[config.mk]
export PLATFORM = sky130hd
export DESIGN_NAME = uart_tx_fifo
export DESIGN_NICKNAME = d
export VERILOG_FILES = /design/src/rtl/uart_tx_fifo.sv
export SDC_FILE = /design/constraint.sdc
export NUM_CORES = 1
export LEC_CHECK = 0
export CORE_ASPECT_RATIO = 2
export CORE_MARGIN = 2
export CORE_UTILIZATION = 40
export CTS_CLUSTER_DIAMETER = 200
export DETAILED_ROUTE_END_ITERATION = 12
export PLACE_DENSITY = 0.7
export SLEW_MARGIN = 30
export SYNTH_ARGS = -nofsm -noshare
export SYNTH_HDL_FRONTEND = slang
export SYNTH_SLANG_ARGS = --single-unit
[constraint.sdc]
create_clock -name CLK -period 2.7 [get_ports CLK]
set_input_delay 0.54 -clock CLK [delete_from_list [all_inputs] [get_ports CLK]]
set_output_delay 0.54 -clock CLK [all_outputs]
set_load 0.02 [all_outputs]
[src/rtl/uart_tx_fifo.sv]
// Host-side transmit FIFO feeding a UART TX control FSM with single-cycle launch pulses.
// Define UART_TX_FIFO_OVERFLOW_FLAG_EN to enable the sticky OVERFLOW flag for dropped pushes.
module uart_tx_fifo #(
  parameter int DATA_WIDTH = 8,
  parameter int DEPTH      = 16
) (
  input  logic                    CLK,
  input  logic                    RST,
  input  logic                    WR_EN,
  input  logic [DATA_WIDTH-1:0]   WR_DATA,
  output logic                    FULL,
  output logic                    EMPTY,
  output logic [$clog2(DEPTH):0]  COUNT,
  input  logic                    TX_BUSY,
  output logic                    TX_DATA_VALID,
  output logic [DATA_WIDTH-1:0]   TX_P_DATA,
  input  logic                    OVF_CLR,
  output logic                    OVERFLOW
);

  localparam int AW = $clog2(DEPTH);
  localparam logic [AW:0]   CNT_ONE  = (AW+1)'(1);
  localparam logic [AW:0]   CNT_FULL = (AW+1)'(DEPTH);
  localparam logic [AW-1:0] PTR_ONE  = AW'(1);

  typedef enum logic [1:0] {IDLE, LAUNCH, WAIT_BUSY, WAIT_DONE} state_t;

  state_t                  state, state_next;
  logic                    push, pop;
  logic [AW-1:0]           wr_ptr, rd_ptr;
  logic [AW:0]             count_next;
  logic [DATA_WIDTH-1:0]   mem [DEPTH];

  // A push is refused whenever the FIFO is full, even if a pop frees a slot on the same edge.
  assign push          = WR_EN && !FULL;
  assign TX_DATA_VALID = (state == LAUNCH);

  always_comb begin
    state_next = state;
    pop        = 1'b0;
    case (state)
      IDLE: begin
        if (!EMPTY && !TX_BUSY) begin
          state_next = LAUNCH;
          pop        = 1'b1;
        end
      end
      LAUNCH:    state_next = WAIT_BUSY;
      WAIT_BUSY: if (TX_BUSY)  state_next = WAIT_DONE;
      WAIT_DONE: if (!TX_BUSY) state_next = IDLE;
      default:   state_next = IDLE;
    endcase
  end

  always_comb begin
    count_next = COUNT;
    case ({push, pop})
      2'b10:   count_next = COUNT + CNT_ONE;
      2'b01:   count_next = COUNT - CNT_ONE;
      default: count_next = COUNT;
    endcase
  end

  always_ff @(posedge CLK or posedge RST) begin
    if (RST) begin
      state     <= IDLE;
      wr_ptr    <= '0;
      rd_ptr    <= '0;
      COUNT     <= '0;
      EMPTY     <= 1'b1;
      FULL      <= 1'b0;
      TX_P_DATA <= '0;
    end else begin
      state <= state_next;
      COUNT <= count_next;
      EMPTY <= (count_next == '0);
      FULL  <= (count_next == CNT_FULL);
      if (push) wr_ptr <= wr_ptr + PTR_ONE;
      if (pop) begin
        rd_ptr    <= rd_ptr + PTR_ONE;
        TX_P_DATA <= mem[rd_ptr];
      end
    end
  end

  // Storage is left unreset; COUNT and the pointers define which entries are valid.
  always_ff @(posedge CLK) begin
    if (push) mem[wr_ptr] <= WR_DATA;
  end

`ifdef UART_TX_FIFO_OVERFLOW_FLAG_EN
  always_ff @(posedge CLK or posedge RST) begin
    if (RST)
      OVERFLOW <= 1'b0;
    else if (WR_EN && FULL)
      OVERFLOW <= 1'b1;
    else if (OVF_CLR)
      OVERFLOW <= 1'b0;
  end
`else
  logic ovf_clr_unused;
  assign ovf_clr_unused = OVF_CLR;
  assign OVERFLOW       = 1'b0;
`endif

endmodule

# After elaboration in Yosys (flattened, before gate mapping)
# Memory sizes are Yosys's and may differ from the RTL's. A register that Yosys moved wholly into a read port is not among the register bits.
# Index checks and enable logic that the tools add are counted.
# word_totals
in_bits	13
mem_count	1
latch_bits	0
rom_bits	0
out_inout_bits	17
regBits	17
mem_bits_rw	128
# mem_list
memory	depth	width	rd	rd_clocked_by_memory_dff	wr	line	rtl
mem	16	8	1	1	1	32	logic [DATA_WIDTH-1:0] mem [DEPTH];
# classes
mux	9
order_cmp	0
shift	0
eq_ne	9
reduce_logical	8
div	0
n_addsub	4
n_mul	0
bitwise_logic	0
# op_table
op	count
$pmux W5 S2	1
$add A4 B1 Y4 const B	2
$pmux W2 S4	1
$eq A2 B2 Y1 const B	3
$mux W2	3
$ne A2 B2 Y1 const B	3
$add A5 B1 Y5 const B	1
$eq A5 B5 Y1 const B	1
$logic_not A5 Y1	1
$sub A5 B1 Y5 const B	1
$eq A2 B1 Y1 const B	2
$mux W1	4
$logic_not A1 Y1	3
$reduce_and A3 Y1	1
$logic_and A1 B1 Y1	2
$logic_not A2 Y1	1

# Longest topological paths before layout
# Gate-level depths: netlist of the first run.
# depth
word_depth	7
depth_mapped	12
ltp_nobuf	12

# Worst setup path before layout of the first run
# OpenSTA, ideal clock, no wires.
# synth_path
path_kind	register to register
start	register state[0]
end	register FULL
arrival_ps	2658
stages_incl_launch_ff	13
n_path_buf	0
slack_ps	-46
setup_time_ps	88
path_cell_list	dfrtp_1 -> inv_1 -> ha_1 -> or3b_1 -> clkinv_2 -> nand2_1 -> xnor2_1 -> ha_1 -> or3b_2 -> nor4_1 -> o31ai_1 -> o31a_1 -> nor3b_1
# synth_via
elab_chain_len	5
elab_cells_between_ends	6
classes_between	3 x eq/ne; 2 x mux; 1 x reduce/logical
# synth_lines
element	line	rtl
start: declaration	28	state_t state, state_next;
start signal: assignment	74	state <= state_next;
$logic_not A2 Y1 *	41	case (state)
$mux W1 *	41	
$eq A2 B1 Y1 or $eq A2 B2 Y1 (tied branches)	57	case ({push, pop})
$pmux W5 S2 *	57	
$eq A5 B5 Y1 *	77	FULL <= (count_next == CNT_FULL);
end signal: assignment	77	
end: declaration	11	output logic FULL,
# Mark *: on every way between the ends. The rest lies on a longest branch, timed or not.
# A chain may end at the register's enable or synchronous reset.

# Worst setup path in the final report of the first run
# Same ends and word-level chain as after synthesis.

==> metrics.txt, run 1 <==
Synth Area per Inst 18.9 sq um; total CTS buffers 17; via count 3143; setup TNS 0 ns; Netlist Area Pre-Place 0.00632 sq mm; synthesis warning total 0; first-pass GRT wire length 18.3 mm; clk_lat worst skew 0.42 ns; Seq pwr share 0.388; core area 0.0156 sq mm; routability congestion estimate 0.753; NetSw 2.46 mW; die area 0.0169 sq mm; placed cell area 0.00695 sq mm; slew margin rel. 0.615; most common cell after layout, fill and taps aside edfxtp_1; design internal power 5.84 mW; gr ovfl total 0; max-cap violations 0; Sw Share 0.297; Clock power frac 0.299; first drt pass iteration count 4; vias in the first global route 3284; outcome finished clean; Die Height 182 um; Setup Skew 0.00887 ns; fin util 0.488; CTS clk-pin slew, worst paths 0.06 ns; Max Transition Viols Final 0; 1st-iter DRT viols 220; Max Freq 390 MHz; worst hold path class in2async; Initial Utilization 0.405; die width 92.9 um; Final period util 0.950; Setup CP Type reg2reg; Rows 65; Post-Synthesis Cells 334; I/O Buffers 27; Distinct cells, synth 43; share of cells above drive strength 1 0.265; largest net degree at the start of global routing 36; combinational power share 0.314; Final #Nets 413; Min Clock Period, post-route 2.56 ns; ANT nets after route 0; Antenna diodes 0; Crit. End Element flip-flop; worst reg-to-reg path cell count 12; Worst Path Arrival 2.91 ns; CTS tree built; number of synthesized flops with an enable pin 128; Critical Path Fanout Max 2; CTS Buffer Depth 2; initial antenna violation count 0; maximum vdd drop 0.000583 V; CTS Sinks 153; pwr dens 1090 mW/mm^2; most frequent cells in the layout edfxtp_1, clkdlybuf4s50_1, buf_4; Pleak 2.64 nW; area delta synth->final 20.5%; Critical Path RT 3.04 ns; post-synth net total 359; CTS H-Tree Depth 4; DRC 0; Worst-Margin Slew 0.576 ns; sequential share of the synthesized area 0.707; I/O pin cnt 30; Yosys reg bits 153; routed wire length 11.7 mm; Finish-stage setup viols 0; critical path launch point type flip-flop; Hold Violations, Final 0; WL per Instance 19.4 um; final non-filler cell area 0.00762 sq mm; Root Buffer clkbuf_16; async set-or-reset flop fraction in the synthesized netlist 0.163; post-DP HPWL 7.35 mm; Total GRT Usage 0.148; predominant post-synthesis flop cell edfxtp_1; Via density 5.23
-- routing by layer --
layer	GRT usage	up-vias	wire length (um)
li1	-	1439	-
met2	0.250	91	6270
met3	0.0382	16	629
met1	0.184	1597	4590
met5	0	-	0
met4	0.0500	0	187
-- registers in the layout, indices dropped and copies added (netlist names) --
name       cells
wr_ptr         4
state          2
EMPTY          1
COUNT          5
FULL           1
mem          128
TX_P_DATA      8
rd_ptr         4
-- timing repair --
item | 4_1_cts | 5_1_grt
setup endpoints to repair | 1 | 2
gates resized for setup | 1 | 10
gates cloned | 0 | 0
setup buffers | 0 | 0
hold buffers | 0 | 0
-- worst max-delay path: stages, from the launching register on --
cell and delay, ns:
dfrtp_1 0.39, inv_2 0.09, ha_4 0.14, or3b_4 0.38, clkinv_2 0.06, nand2_2 0.05, xnor2_1 0.13, ha_1 0.31
or3b_4 0.41, nor4_4 0.14, o31ai_1 0.10, o31a_1 0.13, nor3b_2 0.16
-- cells in the mapped netlist, types with 3 or more instances --
cell type / instances / area, sq um
mux4_2: 24 / 541
nand4_1: 3 / 18.8
a221o_1: 9 / 90.1
mux2_2: 10 / 113
inv_1: 7 / 26.3
nor3_1: 11 / 55.1
mux4_1: 8 / 210
nand2_1: 9 / 33.8
xnor2_1: 10 / 87.6
clkbuf_1: 6 / 22.5
ha_1: 12 / 150
o21ai_0: 5 / 25.0
nor3b_1: 3 / 22.5
mux2i_1: 8 / 80.1
a21oi_1: 3 / 15.0
and2_1: 17 / 106
buf_1: 5 / 18.8
dfrtp_1: 24 / 601
edfxtp_1: 128 / 3840
nor2_1: 4 / 15.0
-- per-stage QoR --
step | hold WS [ns] | worst slack [ns] | power [mW] | cells
final | 0.492 | 0.135 | 8.30 | 601
after global routing | 0.530 | -0.0186 | 8.71 | 601
after floorplan | 0.493 | 0.00613 | 4.96 | 334
after detailed placement | 0.504 | -0.361 | 5.81 | 570
after CTS | 0.496 | 0.0125 | 8.30 | 601
after global placement | 0.501 | -0.327 | 5.77 | 570
-- area by class of cell --
type	count	area [sq um]
timing repair buffer	53	478
fill	1285	7990
sequential	153	4470
clock buffer	18	429
inverter	8	31.3
clock inverter	13	191
tap	201	251
multi-input combinational	155	1770
-- power by group through the flow --
stage	logic [mW]	clock network, mW	registers, mW
2_1_floorplan	1.70	0	3.26
3_3_place_gp	2.53	0	3.24
3_5_place_dp	2.56	0	3.25
4_1_cts	2.58	2.51	3.21
5_1_grt	2.84	2.61	3.26
6_report	2.60	2.48	3.22
-- worst paths after layout --
path                               from           end  slack (ns)
min reg2reg                TX_P_DATA[1]  TX_P_DATA[1]        0.52
max in group asynchronous           RST         EMPTY        1.91
min in group CLK           TX_P_DATA[1]  TX_P_DATA[1]        0.52
max                            state[0]          FULL        0.14
max reg2reg                    state[0]          FULL        0.14
min                                 RST      COUNT[4]        0.49
-- cell families (layout without fill, tap and decap cells) --
kind of cell,Yosys count,after routing,share of synthesized area
XOR/XNOR,12,12,0.0166
multiplexers,50,50,0.149
AO/OA/AOI/OAI,23,23,0.0297
buffers and inverters,26,92,0.0222
other,1,1,0.000593
adder cells (fa/ha/maj),12,12,0.0237
flip-flops,153,153,0.707
AND/OR/NAND/NOR,57,57,0.0512
Power figures use the tool's default switching activity.
==> run 2, diff against run 1 <==
--- a/config.mk
+++ b/config.mk
@@ -10,7 +10,7 @@
 export CORE_UTILIZATION = 40
 export CTS_CLUSTER_DIAMETER = 200
 export DETAILED_ROUTE_END_ITERATION = 12
-export PLACE_DENSITY = 0.7
+export PLACE_DENSITY_LB_ADDON = 0.2
 export SLEW_MARGIN = 30
 export SYNTH_ARGS = -nofsm -noshare
 export SYNTH_HDL_FRONTEND = slang
==> run 2 against run 1 <==
Via count up 1.2%; register-to-register slack worse by 0.03 ns; clock skew up 0.0046 ns; first-iteration DRC count up 2.3%; maximum frequency down 1.1%; global-route usage up 1.3 points; combinational power up 3%; critical path depth unchanged; clock-buffer cell count down 1; final area up 0.34%; sequential power up 2%; flip-flop and latch count unchanged.
==> metrics.txt, run 2 (same netlist as run 1, synthesis figures left out) <==
Seq pwr share 0.395; share of cells above drive strength 1 0.285; Final #Nets 416; first-pass GRT wire length 19.6 mm; Worst-Margin Slew 0.842 ns; most frequent cells in the layout edfxtp_1, buf_4, clkdlybuf4s50_1; CTS H-Tree Depth 4; total CTS buffers 17; initial antenna violation count 0; setup slack at placement -0.442 ns; placed cells 569; setup ws final 0.108 ns; setup repair after global routing missed its margin true; Pleak 2.65 nW; post-DP HPWL 8.15 mm; largest net degree at the start of global routing 36; setup TNS 0 ns; Sw Share 0.325; via count 3180; fin util 0.490; Crit. End Element flip-flop; Post-Layout Cell Count 605; Top cell by count, worst path or3b_4; Via density 5.26; Min Clock Period, post-route 2.59 ns; Final period util 0.960; CTS clk-pin slew, worst paths 0.07 ns; vias in the first global route 3382; Total Power 8.27 mW; Setup CP Type reg2reg; Max Transition Viols Final 0; critical-path cell list inv_2, ha_4, or3b_4, clkinv_2, nand2_2, xnor2_2, ha_1, or3b_4, nor4_4, o31ai_2, o31a_1, nor3b_2; CTS tree built; most flop-heavy register mem; worst hold slack 0.523 ns; combinational power share 0.325; clk_lat worst skew 0.42 ns; I/O pin cnt 30; Crit path largest cell delay 0.40 ns; Crit-path slowest cell or3b_4; Worst Path Arrival 2.94 ns; Critical Path Fanout Max 2; I/O Buffers 27; die area 0.0169 sq mm; WL per Instance 20.6 um; placed cell area 0.00694 sq mm; Rows 65; maximum vdd drop 0.000487 V; Max Freq 386 MHz; Antenna diodes 0; worst hold path class reg2reg; die width 92.9 um; Hold Violations, Final 0; critical path launch point type flip-flop; routed wire length 12.5 mm; max-cap violations 0; Clock power frac 0.280; Largest regs mem (128), TX_P_DATA (8), COUNT (5); gr ovfl total 0; Setup Skew 0.0134 ns; DRC 0; pwr dens 1080 mW/mm^2; CTS Sinks 153; ANT nets after route 0; final non-filler cell area 0.00765 sq mm; Initial Utilization 0.405; Total GRT Usage 0.161; design internal power 5.58 mW; area delta synth->final 20.9%; Largest register FFs 128; routability congestion estimate 0.762; Critical Path RT 3.04 ns; Root Buffer clkbuf_16; Die Height 182 um; most common cell after layout, fill and taps aside edfxtp_1; cts hold-fix bufs 0; 1st-iter DRT viols 225; NetSw 2.69 mW; Finish-stage setup viols 0; core area 0.0156 sq mm; slew margin rel. 0.438; outcome finished clean; fillers 1321; first drt pass iteration count 4; CTS Buffer Depth 2
run 2: cell count changes in the layout (fill, tap and decap cells not counted), sizes merged:
cell,previous run,this run
buf,26,29
clkinvlp,2,1
inv,11,15
clkbuf,18,17
bufinv,4,0
clkinv,4,7
run 2: power groups by stage:
stage / registers (mW) / clock network (mW) / logic, mW
final: 3.27 / 2.32 / 2.69
after global routing: 3.32 / 2.45 / 2.92
after CTS: 3.26 / 2.37 / 2.68
after detailed placement: 3.31 / 0 / 2.56
after global placement: 3.28 / 0 / 2.48
after floorplan: 3.26 / 0 / 1.70
run 2: cell type report:
type | count | area (sq um) | share of cell area
well taps | 201 | 251 | 0.0329
clock inverters | 15 | 174 | 0.0227
clock buffers | 17 | 425 | 0.0556
repair buffers | 56 | 500 | 0.0654
inverters | 8 | 31.3 | 0.00409
multi-input cells | 155 | 1800 | 0.235
flip-flops and latches | 153 | 4470 | 0.585
run 2: path summary, 6_finish.rpt:
check	start	to	slack [ns]	cells after the start
hold reg to reg	TX_P_DATA[7]	TX_P_DATA[7]	0.52	1
setup / recovery	state[0]	FULL	0.11	12
setup reg to reg	state[0]	FULL	0.11	12
min in group asynchronous	RST	TX_P_DATA[6]	0.59	2
max in group asynchronous	RST	COUNT[4]	1.50	3
hold / removal	TX_P_DATA[7]	TX_P_DATA[7]	0.52	1
run 2: critical path, delay by kind of cell, from the launching register on:
kind                     cells  cell delay (ns)
buffers and inverters        2             0.15
flip-flops                   1             0.39
AND/OR/NAND/NOR              5             1.19
AO/OA/AOI/OAI                2             0.23
XOR/XNOR                     1             0.13
adder cells (fa/ha/maj)      2             0.42
run 2: metal layers:
layer	GRT usage	up-vias	wire length, um
met1	0.205	1639	5250
met5	0	-	0
met4	0.0594	0	210
met3	0.0299	21	390
li1	-	1446	-
met2	0.272	74	6640
run 2: repair_timing:
action / CTS / global route
gates cloned: 0 / 0
endpoints found under the hold margin: 0 / 0
setup buffers: 3 / 1
resized for setup: 9 / 6
setup endpoints to repair: 2 / 2
pin swaps: 3 / 2
==> run 3, diff against run 2 <==
==> constraint.sdc (replaced) <==
create_clock -name CLK -period 2.7 [get_ports CLK]
set_input_delay 0.27 -clock CLK [delete_from_list [all_inputs] [get_ports CLK]]
set_output_delay 0.27 -clock CLK [all_outputs]
set_load 0.02 [all_outputs]
==> run 3 against run 2 <==
Flip-flop and latch count unchanged; die area unchanged; combinational power shrank 3%; register-to-register slack worse by 0.09 ns; largest cell class unchanged.
==> metrics.txt, run 3 (same netlist as run 1, synthesis figures left out) <==
Max Freq 373 MHz; Via density 5.28; Rows 65; maximum vdd drop 0.000501 V; I/O pin cnt 30; R2R Path End FULL; CTS H-Tree Depth 4; Reg2Reg Setup Slack 0.02 ns; post-DP HPWL 8.02 mm; Final period util 0.994; CTS clk-pin slew, worst paths 0.06 ns; Pleak 2.56 nW; ANT nets after route 0; Total GRT Usage 0.155; most frequent cells in the layout edfxtp_1, clkdlybuf4s50_1, mux4_2; Reg area 0.00447 sq mm; setup slack at placement -0.0995 ns; Crit path largest cell delay 0.40 ns; Initial Utilization 0.405; 1st-iter DRT viols 269; Setup Skew 0.0118 ns; worst hold path class in2async; fin util 0.481; Top cell by count, worst path or3b_4; DRC 0; Min Clock Period, post-route 2.68 ns; core area 0.0156 sq mm; initial antenna violation count 0; I/O Buffers 27; most common cell after layout, fill and taps aside edfxtp_1; Die Height 182 um; CTS Buffer Depth 2; cts hold-fix bufs 0; Largest regs mem (128), TX_P_DATA (8), COUNT (5); crit-path leading delay family simple AND/OR/NAND/NOR gates; share of cells above drive strength 1 0.254; Final #Nets 406; most flop-heavy register mem; WL per Instance 20.8 um; worst reg-to-reg path cell count 12; critical-path cell list inv_2, ha_4, or3b_4, clkinv_2, nand2_2, xnor2_1, ha_1, or3b_4, nor4_4, o31ai_1, o31a_1, nor3b_2; Finish-stage setup viols 0; gr ovfl total 0; die width 92.9 um; slew margin rel. 0.475; pwr dens 1070 mW/mm^2; CTS tree built; fillers 1329; die area 0.0169 sq mm; via count 3143; first-pass GRT wire length 18.9 mm; Worst-Margin Slew 0.787 ns; area delta synth->final 18.7%; routability congestion estimate 0.726; WP buf/inv 2; footprint of the multi-input gates 0.00177 sq mm; Crit. End Element flip-flop; Setup CP Type reg2reg; setup ws final 0.0173 ns; first drt pass iteration count 4; Hold Violations, Final 0; CTS Sinks 153; max-cap violations 0; critical path launch point type flip-flop; setup repair after global routing missed its margin true; Max Transition Viols Final 0; Critical Path Fanout Max 2; clk_lat worst skew 0.42 ns; Critical Path RT 3.04 ns; Antenna diodes 0; routed wire length 12.4 mm; Root Buffer clkbuf_16; crit path launch state[0]; total CTS buffers 17; Worst Path Arrival 3.02 ns; vias in the first global route 3278; largest net degree at the start of global routing 36; Crit Reg-Reg Startpoint state[0]; Largest register FFs 128; Crit-path slowest cell dfrtp_1; placed cells 560; Worst path depth 12; outcome finished clean; Post-Layout Cell Count 595
## run 3: cell types whose count changed in the layout (fill, tap and decap cells not counted), moves of 2 or more
| cell | change |
|---|---|
| clkinvlp_4 | +3 |
| buf_4 | -10 |
| clkinv_8 | -4 |
| inv_8 | -2 |
## run 3: worst max-delay path by stage
stage	endpoint	slack [ns]
floorplan	FULL	0.006
global placement	FULL	-0.05
detailed placement	FULL	-0.1
CTS	FULL	0.0007
global route	EMPTY	-0.12
finish	FULL	0.02
## run 3: routing by layer
layer / share of wire / track usage
met5: 0 / 0
met4: 0.021 / 0.0588
met3: 0.033 / 0.0344
met2: 0.53 / 0.259
met1: 0.42 / 0.198
## run 3: metrics by stage
step                      hold WS (ns)  setup TNS [ns]  cell area [sq um]  total power [mW]
after detailed placement         0.504          -0.183               6880              5.81
after global routing             0.324          -0.232               7500              8.44
after CTS                        0.280               0               7470              8.05
final                            0.262               0               7500              8.04
after floorplan                  0.297               0               6330              4.96
after global placement           0.497         -0.0582               6880              5.72
## run 3: what timing repair did
item,CTS,global route
setup buffers,2,1
resized for setup,4,7
setup endpoints to repair,2,2
pin swaps,0,3
## run 3: area by class of cell
cell class / instances / share of cell area
clock inverter: 13 / 0.0147
multi-input combinational: 155 / 0.236
inverter: 8 / 0.00417
clock buffer: 19 / 0.0590
tap: 201 / 0.0335
sequential: 153 / 0.596
timing repair buffer: 46 / 0.0567
## run 3: power by group
group          leakage, nW  total [mW]  switching [mW]  internal [mW]
logic                0.843        2.60            1.29           1.31
registers             1.46        3.26           0.304           2.95
clock network        0.261        2.18           0.956           1.22
total                 2.56        8.04            2.55           5.49
